==> config.mk <==
export PLATFORM = sky130hd
export DESIGN_NAME = anton_neopixel_sequencer
export DESIGN_NICKNAME = d
export VERILOG_FILES = /design/src/rtl/anton_neopixel_sequencer.sv
export SDC_FILE = /design/constraint.sdc
export NUM_CORES = 1
export LEC_CHECK = 0
export ABC_AREA = 1
export BUFFER_PORTS_ARGS = -buffer_cell sky130_fd_sc_hd__buf_4
export CAP_MARGIN = 15
export CELL_PAD_IN_SITES_DETAIL_PLACEMENT = 0
export CELL_PAD_IN_SITES_GLOBAL_PLACEMENT = 1
export CORE_UTILIZATION = 42
export DETAILED_ROUTE_END_ITERATION = 6
export GPL_TIMING_DRIVEN = 0
export HOLD_SLACK_MARGIN = 0.05
export PLACE_DENSITY = 0.91
export SYNTH_ARGS = -nofsm -noshare
export SYNTH_HDL_FRONTEND = slang
export SYNTH_SLANG_ARGS = --single-unit
==> constraint.sdc <==
create_clock -name clk -period 1.9 [get_ports clk]
set_input_delay 0.19 -clock clk [delete_from_list [all_inputs] [get_ports clk]]
set_output_delay 0.19 -clock clk [all_outputs]
set_load 0.05 [all_outputs]
==> src/rtl/anton_neopixel_sequencer.sv <==
// anton_neopixel_sequencer
// Frame timing sequencer for the NeoPixel stream encoder. It walks every
// pixel of the buffer MSB-first, eight waveform slots per colour bit, then
// holds a latch/reset period before going idle or looping.
//
// Ports:
//   clk, rst_n           pixel clock (8 clocks per bit), async active-low reset
//   reg_ctrl_run         enable; low forces IDLE on the next clock
//   reg_ctrl_32bit       1 = 4 bytes per pixel, 0 = 1 byte per pixel
//   reg_ctrl_loop        restart automatically after each latch period
//   reg_ctrl_init        start request, honoured only in IDLE
//   reg_max              byte index of the last pixel to send
//   state                STATE_TRANSMIT while shifting bits, STATE_RESET otherwise
//   pixel_index          byte index of the first byte of the current pixel
//   pixel_bit_index      colour bit 23..0 of the current pixel
//   bit_pattern_index    waveform slot 0..7 within the current bit
//   busy                 high in TRANSMIT and LATCH
//   frame_done           one-cycle pulse on the final LATCH cycle
//
// BUFFER_END must be at least 4 so that the 32-bit pixel field
// pixel_index[BUFFER_BITS-1:2] exists.
module anton_neopixel_sequencer #(
  parameter int unsigned BUFFER_END   = 255,
  parameter int unsigned RESET_CYCLES = 320,
  localparam int unsigned BUFFER_BITS = $clog2(BUFFER_END + 1)
) (
  input  logic                   clk,
  input  logic                   rst_n,
  input  logic                   reg_ctrl_run,
  input  logic                   reg_ctrl_32bit,
  input  logic                   reg_ctrl_loop,
  input  logic                   reg_ctrl_init,
  input  logic [BUFFER_BITS-1:0] reg_max,
  output logic                   state,
  output logic [BUFFER_BITS-1:0] pixel_index,
  output logic [4:0]             pixel_bit_index,
  output logic [2:0]             bit_pattern_index,
  output logic                   busy,
  output logic                   frame_done
);

  localparam int unsigned LATCH_W = (RESET_CYCLES > 1) ? $clog2(RESET_CYCLES) : 1;
  localparam int unsigned SLOT_W  = 3;
  localparam int unsigned BIT_W   = 5;

  localparam logic STATE_TRANSMIT = 1'b1;
  localparam logic STATE_RESET    = 1'b0;

  localparam logic [BUFFER_BITS-1:0] BUF_END   = BUFFER_BITS'(BUFFER_END);
  localparam logic [LATCH_W-1:0]     LATCH_TOP = LATCH_W'(RESET_CYCLES - 1);
  localparam logic [BIT_W-1:0]       BIT_TOP   = BIT_W'(23);

  typedef enum logic [1:0] {
    S_IDLE     = 2'd0,
    S_TRANSMIT = 2'd1,
    S_LATCH    = 2'd2
  } fsm_e;

  fsm_e                   fsm_q, fsm_d;
  logic [BUFFER_BITS-1:0] pixel_index_q, pixel_index_d;
  logic [BIT_W-1:0]       pixel_bit_index_q, pixel_bit_index_d;
  logic [SLOT_W-1:0]      bit_pattern_index_q, bit_pattern_index_d;
  logic [LATCH_W-1:0]     latch_cnt_q, latch_cnt_d;
  logic [BUFFER_BITS-1:0] max_q, max_d;
  logic                   mode_q, mode_d;
  logic                   state_q, state_d;
  logic                   busy_q, busy_d;
  logic                   frame_done_q, frame_done_d;

  logic                   last_slot_c;
  logic                   last_bit_c;
  logic                   last_pixel_c;
  logic [BUFFER_BITS-1:0] pixel_step_c;

  // Frame-end detection: stop at the programmed last pixel, or at the end of
  // the physical buffer if the programmed value points past it.
  always_comb begin
    last_slot_c  = (bit_pattern_index_q == SLOT_W'(7));
    last_bit_c   = (pixel_bit_index_q == '0);
    pixel_step_c = mode_q ? BUFFER_BITS'(4) : BUFFER_BITS'(1);
    if (mode_q) begin
      last_pixel_c = (pixel_index_q[BUFFER_BITS-1:2] == max_q[BUFFER_BITS-1:2]) ||
                     (pixel_index_q[BUFFER_BITS-1:2] == BUF_END[BUFFER_BITS-1:2]);
    end else begin
      last_pixel_c = (pixel_index_q == max_q) || (pixel_index_q == BUF_END);
    end
  end

  // Next-state and registered-output logic.
  always_comb begin
    fsm_d               = fsm_q;
    pixel_index_d       = pixel_index_q;
    pixel_bit_index_d   = pixel_bit_index_q;
    bit_pattern_index_d = bit_pattern_index_q;
    latch_cnt_d         = latch_cnt_q;
    max_d               = max_q;
    mode_d              = mode_q;

    case (fsm_q)
      S_IDLE: begin
        pixel_index_d       = '0;
        pixel_bit_index_d   = BIT_TOP;
        bit_pattern_index_d = '0;
        latch_cnt_d         = '0;
        if (reg_ctrl_init) begin
          fsm_d  = S_TRANSMIT;
          max_d  = reg_max;
          mode_d = reg_ctrl_32bit;
        end
      end

      S_TRANSMIT: begin
        bit_pattern_index_d = bit_pattern_index_q + SLOT_W'(1);
        if (last_slot_c) begin
          if (last_bit_c) begin
            pixel_bit_index_d = BIT_TOP;
            if (last_pixel_c) begin
              fsm_d         = S_LATCH;
              pixel_index_d = '0;
              latch_cnt_d   = LATCH_TOP;
            end else begin
              pixel_index_d = pixel_index_q + pixel_step_c;
            end
          end else begin
            pixel_bit_index_d = pixel_bit_index_q - BIT_W'(1);
          end
        end
      end

      S_LATCH: begin
        if (latch_cnt_q == '0) begin
          if (reg_ctrl_loop) begin
            fsm_d  = S_TRANSMIT;
            max_d  = reg_max;
            mode_d = reg_ctrl_32bit;
          end else begin
            fsm_d = S_IDLE;
          end
        end else begin
          latch_cnt_d = latch_cnt_q - LATCH_W'(1);
        end
      end

      default: begin
        fsm_d = S_IDLE;
      end
    endcase

    // Dropping run aborts from any state; the encoder already idles the line.
    if (!reg_ctrl_run) begin
      fsm_d               = S_IDLE;
      pixel_index_d       = '0;
      pixel_bit_index_d   = BIT_TOP;
      bit_pattern_index_d = '0;
      latch_cnt_d         = '0;
    end

    state_d      = (fsm_d == S_TRANSMIT) ? STATE_TRANSMIT : STATE_RESET;
    busy_d       = (fsm_d != S_IDLE);
    frame_done_d = (fsm_d == S_LATCH) && (latch_cnt_d == '0);
  end

  // State and output registers.
  always_ff @(posedge clk or negedge rst_n) begin
    if (!rst_n) begin
      fsm_q               <= S_IDLE;
      pixel_index_q       <= '0;
      pixel_bit_index_q   <= BIT_TOP;
      bit_pattern_index_q <= '0;
      latch_cnt_q         <= '0;
      max_q               <= '0;
      mode_q              <= 1'b0;
      state_q             <= STATE_RESET;
      busy_q              <= 1'b0;
      frame_done_q        <= 1'b0;
    end else begin
      fsm_q               <= fsm_d;
      pixel_index_q       <= pixel_index_d;
      pixel_bit_index_q   <= pixel_bit_index_d;
      bit_pattern_index_q <= bit_pattern_index_d;
      latch_cnt_q         <= latch_cnt_d;
      max_q               <= max_d;
      mode_q              <= mode_d;
      state_q             <= state_d;
      busy_q              <= busy_d;
      frame_done_q        <= frame_done_d;
    end
  end

  assign state             = state_q;
  assign pixel_index       = pixel_index_q;
  assign pixel_bit_index   = pixel_bit_index_q;
  assign bit_pattern_index = bit_pattern_index_q;
  assign busy              = busy_q;
  assign frame_done        = frame_done_q;

endmodule

==> Yosys cells after proc, flatten, opt, wreduce, memory -nomap -nowiden <==
Cells that the tools add are included.
{ "word_totals": {"regBits": 39, "in_bits": 14, "out_inout_bits": 19, "word_cells": 77} }
{ "op_classes": {"add_sub_neg": 4, "n_eq_ne": 15, "n_mux": 36, "n_reduce_logical": 12} }
{ "op_table": {"columns": ["operator", "n"], "rows": [
  ["$mux 8", 7],
  ["$mux 9", 5],
  ["$pmux 8 s2", 2],
  ["$pmux 9 s3", 1],
  ["$logic_not 9->1", 2],
  ["$mux 5", 3],
  ["$mux 2", 6],
  ["$pmux 5 s2", 1],
  ["$sub 9x1->9 const B", 1],
  ["$add 8x3->8", 1],
  ["$eq 8x8->1", 1],
  ["$eq 8x8->1 const B", 1],
  ["$eq 6x6->1", 1],
  ["$eq 6x6->1 const B", 1],
  ["$mux 1", 6],
  ["$mux 3", 2],
  ["$ne 2x2->1 const B", 3],
  ["$ne 3x3->1 const B", 2],
  ["$pmux 2 s3", 1],
  ["$pmux 3 s2", 1],
  ["$logic_not 5->1", 1],
  ["$sub 5x1->5 const B", 1],
  ["$eq 2x1->1 const B", 2],
  ["$eq 2x2->1 const B", 2],
  ["other kinds (11)", 13]
]} }

==> Logic depth before layout (Yosys ltp) <==
{ "depth": {"word_depth": 10, "depth_mapped": 15, "ltp_nobuf": 15} }

==> Worst setup path before layout <==
OpenSTA, ideal clock, no wires.
{ "synth_timing": {"path_kind": "flip-flop to flip-flop", "from": "register bit_pattern_index_q[0], in the netlist bit_pattern_index[0]", "to": "register frame_done_q, in the netlist frame_done", "setup_ps": 71, "arrival_ps": 1848, "t_required_ps": 1829, "path_slack_ps": -19, "path_stages_with_launch": 11, "n_path_buf": 0, "synth_period_minus_slack_ps": 1919, "cell_sequence": "dfrtp_1 -> ha_1 -> ha_1 -> inv_1 -> nor2_1 -> nand4_2 -> a21oi_2 -> nand3_1 -> nor2_1 -> nand2_1 -> nor2_1"} }
{ "synth_between": {"elab_chain_cells": 6, "elab_cells_between_ends": 10, "classes_between": "eq/ne: 2; mux: 6; reduce/logical: 2"} }
{ "synth_lines": {"columns": ["element", "line_no", "source"], "rows": [
  ["start, declared", "62", "logic [SLOT_W-1:0] bit_pattern_index_q, bit_pattern_index_d;"],
  ["start signal, assigned", "180", "bit_pattern_index_q <= bit_pattern_index_d;"],
  ["$eq 3x3->1", "78", "last_slot_c = (bit_pattern_index_q == SLOT_W'(7));"],
  ["$mux 2", "114", "if (last_slot_c) begin"],
  ["$pmux 2 s3", "99", "case (fsm_q)"],
  ["$mux 2", "150", "if (!reg_ctrl_run) begin"],
  ["net fsm_d[1]", "59", "fsm_e fsm_q, fsm_d;"],
  ["$eq 2x2->1", "160", "frame_done_d = (fsm_d == S_LATCH) && (latch_cnt_d == '0);"],
  ["$logic_and 1x1->1", "160", null],
  ["net frame_done_d", "68", "logic frame_done_q, frame_done_d;"],
  ["end signal, assigned", "186", "frame_done_q <= frame_done_d;"],
  ["end, declared", "68", null]
]} }
The timed path passes the listed nets, and every way through them passes these cells.
A chain may end at the register's enable or synchronous reset.

==> Final worst setup path <==
{ "layout_timing": {"from": "register latch_cnt_q[0]", "to": "register frame_done_q, in the netlist frame_done"} }
{ "layout_between": {"elab_chain_cells": 7, "elab_cells_between_ends": 14, "classes_between": "add/sub: 1; eq/ne: 1; mux: 9; reduce/logical: 3"} }
{ "layout_lines": {"columns": ["element", "line_no", "source"], "rows": [
  ["start, declared", "63", "logic [LATCH_W-1:0] latch_cnt_q, latch_cnt_d;"],
  ["start signal, assigned", "181", "latch_cnt_q <= latch_cnt_d;"],
  ["branches (longest 6 deep; another with $sub 9x1->9)", null, null],
  ["$logic_and 1x1->1 (*)", "160", null],
  ["net frame_done_d", "68", null]
]} }
Mark *: on every way through the listed nets, which the timed path passes.

==> flow_metrics.tcl <==
set metrics [dict create \
    dieWidth_um 76.64 \
    final_nets 381 \
    maxCapViolCount 0 \
    rows 26 \
    pwr-share-clk_pct 34.8 \
    via_per_inst 4.849 \
    start_util_pct 44.67 \
    final-seq-area_um2 989.7 \
    slew_violations 0 \
    p_total_mw 1.950 \
    endpoint "frame_done$_DFF_PN0_" \
    finalHoldViolCount 0 \
    drc_errors 0 \
    combPwrFrac_pct 18.5 \
    postSynthAreaPerCell_um2 7.671 \
    fillers 482 \
    final_antenna_net_count 0 \
    setup_viol 0 \
    r2r_end "frame_done$_DFF_PN0_" \
    cts_tree "done" \
    cpMostUsedCell "nand2_1" \
    wl_per_cell_um 12.34 \
    critPathLaunch "latch_cnt_q[0]$_DFF_PN0_" \
    drtIter0Drc 154 \
    min_period_over_period_pct 95.52 \
    antenna_cells 0 \
    rsz0062_at_grt "true" \
    synth.distinct_cells 37 \
    ff2ff_path_depth 13 \
    cp-end-kind "flip-flop" \
    swShare_pct 27.60 \
    netlist_instances 305 \
    yosys_register_bits 39 \
    cp_slowest_stage_delay_ns 0.40 \
    syn_nets 327 \
    r2r_slack_ns 0.09 \
    internal_power_mw 1.412 \
    portBuffers 32 \
    ys_seq_area_share_pct 41.93 \
    dp_hpwl_mm 3.776 \
    root_buffer "clkbuf_8" \
    crit_arrival_ns 2.03 \
    finalClockSkew_ns 0.008454 \
    cp.required_ns 2.12 \
    grt_overflow_total 0 \
    tightest_slew_ns 0.4813 \
    clkTransAtPathRegs_ns 0.08 \
    reg2reg_from "latch_cnt_q[0]$_DFF_PN0_" \
    areaGrowthSynthToFinish_pct 29.63 \
    holdPathStages 2 \
    top_level_ports 33 \
    layout_common_cells "nand2_1 (67), buf_4 (45), inv_1 (42)" \
    hold_path.class "input pin to flip-flop" \
    design_area_mm2 0.003033 \
    grt_max_degree 40 \
    slowest_stage "dfrtp_1" \
    path_cells "inv_2 > ha_4 > nand2_2 > nor2_4 > buf_4 > or2_2 > nand4_1 > nand4_1 > nand2_1 > nand2_1 > inv_1 > nand2_1 > nor2_1" \
    drive_gt1_share_pct 30.83 \
    clock.fmax_mhz 551.0 \
    firstDrtPassIters 4 \
    multi_input_area_mm2 0.001275 \
    antenna_found_initial 0 \
    finalCriticalPeriod_ns 1.815 \
    vias 2085 \
    outcome "finished clean" \
    crit_path_start_kind "flip-flop" \
    p_switching_mw 0.5382 \
    fp.coreArea_mm2 0.005238 \
    slew_headroom_pct 67.92 \
    clock-sinks 39 \
    cts_htree_levels 2 \
    grt_use_total_pct 19.38 \
    clock_path_buffers 2 \
    totalWireLength_mm 5.307 \
    final_common_cell "nand2_1" \
    place_worst_setup_slack_ns -0.2345 \
    cts_buffers 5 \
    critPathMaxFanout 3 \
    clk_latency_ns 0.29 \
    pwr-share-seq_pct 46.6 \
    yosysWarnings 0 \
    gp_congestion 0.8534 \
    die_h_um 76.64 \
    die-area_mm2 0.005873 \
    irDropWorstVdd_mv 0.5204 \
    grt_pass1_wl_mm 9.032 \
    power_density_mw_per_mm2 642.8 \
    p_leak_nw 1.565 \
    grt_pass1_vias 1903 \
    criticalPathCategory "flip-flop to flip-flop" \
    synth_area_mm2 0.002340 \
    fin_ws_ns 0.08519 \
    post_dp_cell_area_mm2 0.002670 \
]
## cells in the mapped netlist
cell       n  share of area [%]
a21oi_4    1               0.70
inv_2      4               0.64
mux2_2     4                1.9
a21oi_1   19                4.1
a31o_2     1               0.37
or2_2      4                1.1
o21ai_0   14                3.0
nor2_4     2               0.96
nor3_2     1               0.43
dfstp_2    4                4.5
nand4_1   10                2.7
dfrtp_1   35                 37
nand2_4    1               0.48
nand3_1   20                4.3
inv_4      1               0.27
xnor2_1    4                1.5
a311oi_1   1               0.37
nor2_1    35                5.6
nand2_2    1               0.27
xor2_1     1               0.37
ha_1       8                4.3
nor2_8     1               0.86
a22o_1     2               0.75
and2_1     2               0.53
buf_4      1               0.32
nand2_1   69                 11
nand4_2    1               0.53
o31ai_1    1               0.32
or2_1      1               0.27
o22ai_1    1               0.27
nor4_1     1               0.27
nor3_1     4               0.86
clkbuf_1   1               0.16
a21oi_2    2               0.75
a31oi_1    2               0.53
inv_1     44                7.1
nor2_2     1               0.27
## layout make-up
cell class / count / area share [%]
well taps: 70 / 2.888
multi-input cells: 215 / 42.04
repair buffers: 47 / 12.25
flip-flops and latches: 39 / 32.63
plain buffers: 2 / 0.4125
clock inverters: 2 / 1.238
clock buffers: 6 / 2.393
inverters: 49 / 6.147
## worst min path at each step
stage	startpoint	to	slack [ns]
2_1_floorplan	rst_n	bit_pattern_index[0]$_DFFE_PN0P_	-0.11
3_3_place_gp	rst_n	bit_pattern_index[2]$_DFFE_PN0P_	0.19
3_5_place_dp	rst_n	pixel_bit_index[3]$_DFFE_PN0P_	0.20
4_1_cts	reg_max[0]	max_q[0]$_DFFE_PN0P_	0.13
5_1_grt	reg_max[5]	max_q[5]$_DFFE_PN0P_	0.12
6_report	reg_max[0]	max_q[0]$_DFFE_PN0P_	0.13
## through the flow
stage               std cells  utilization [%]  setup TNS [ns]  hold slack [ns]
finish                    430            57.91               0           0.1341
global route              430            57.91        -0.08813           0.1247
CTS                       420            54.37        -0.05707           0.1297
detailed placement        407            50.98          -1.342           0.1955
global placement          407            50.98          -1.709           0.1901
floorplan                 305                -               0          -0.1056
## power groups by stage
| stage | logic [mW] | registers [mW] | clock network [mW] |
|---|---|---|---|
| 6_report | 0.361 | 0.909 | 0.679 |
| 5_1_grt | 0.399 | 0.916 | 0.726 |
| 4_1_cts | 0.330 | 0.909 | 0.690 |
| 3_5_place_dp | 0.320 | 0.924 | 0 |
| 3_3_place_gp | 0.315 | 0.923 | 0 |
| 2_1_floorplan | 0.168 | 0.968 | 0 |
## per-layer routing
metal | up-vias | global-route usage (%) | share of wire (%) | routed length (um)
met4 | 0 | 5.577 | 0.55 | 29
met5 | - | 0 | 0 | 0
met3 | 2 | 3.353 | 3.9 | 208
met1 | 950 | 29.02 | 50 | 2665
li1 | 1094 | - | - | -
met2 | 39 | 28.38 | 45 | 2403
## registers in the layout, indices dropped and copies added (netlist names), 2 cells and up
register           cells
fsm_q                  2
pixel_index            8
latch_cnt_q            9
pixel_bit_index        5
max_q                  8
bit_pattern_index      3
## logic make-up after synthesis
group | after synthesis | share of synthesized area [%]
XOR/XNOR | 5 | 1.872
AO/OA/AOI/OAI | 44 | 11.12
adder cells (fa/ha/maj) | 8 | 4.278
flip-flops | 39 | 41.93
AND/OR/NAND/NOR | 154 | 30.43
buffers and inverters | 51 | 8.449
multiplexers | 4 | 1.925
## critical path: cells and delay by family, from the launching register on
kind / cells / cell delay, ns
AND/OR/NAND/NOR: 9 / 0.91
flip-flops: 1 / 0.40
buffers and inverters: 3 / 0.26
adder cells (fa/ha/maj): 1 / 0.17
## what timing repair did
action	4_1_cts	5_1_grt
hold buffers	1	0
setup buffers	4	10
setup endpoints to repair	17	28
resized for setup	8	27
cloned	0	0
pin swaps	1	4
hold endpoints to repair	35	0
Note: power is estimated with default switching activity, not from simulation.
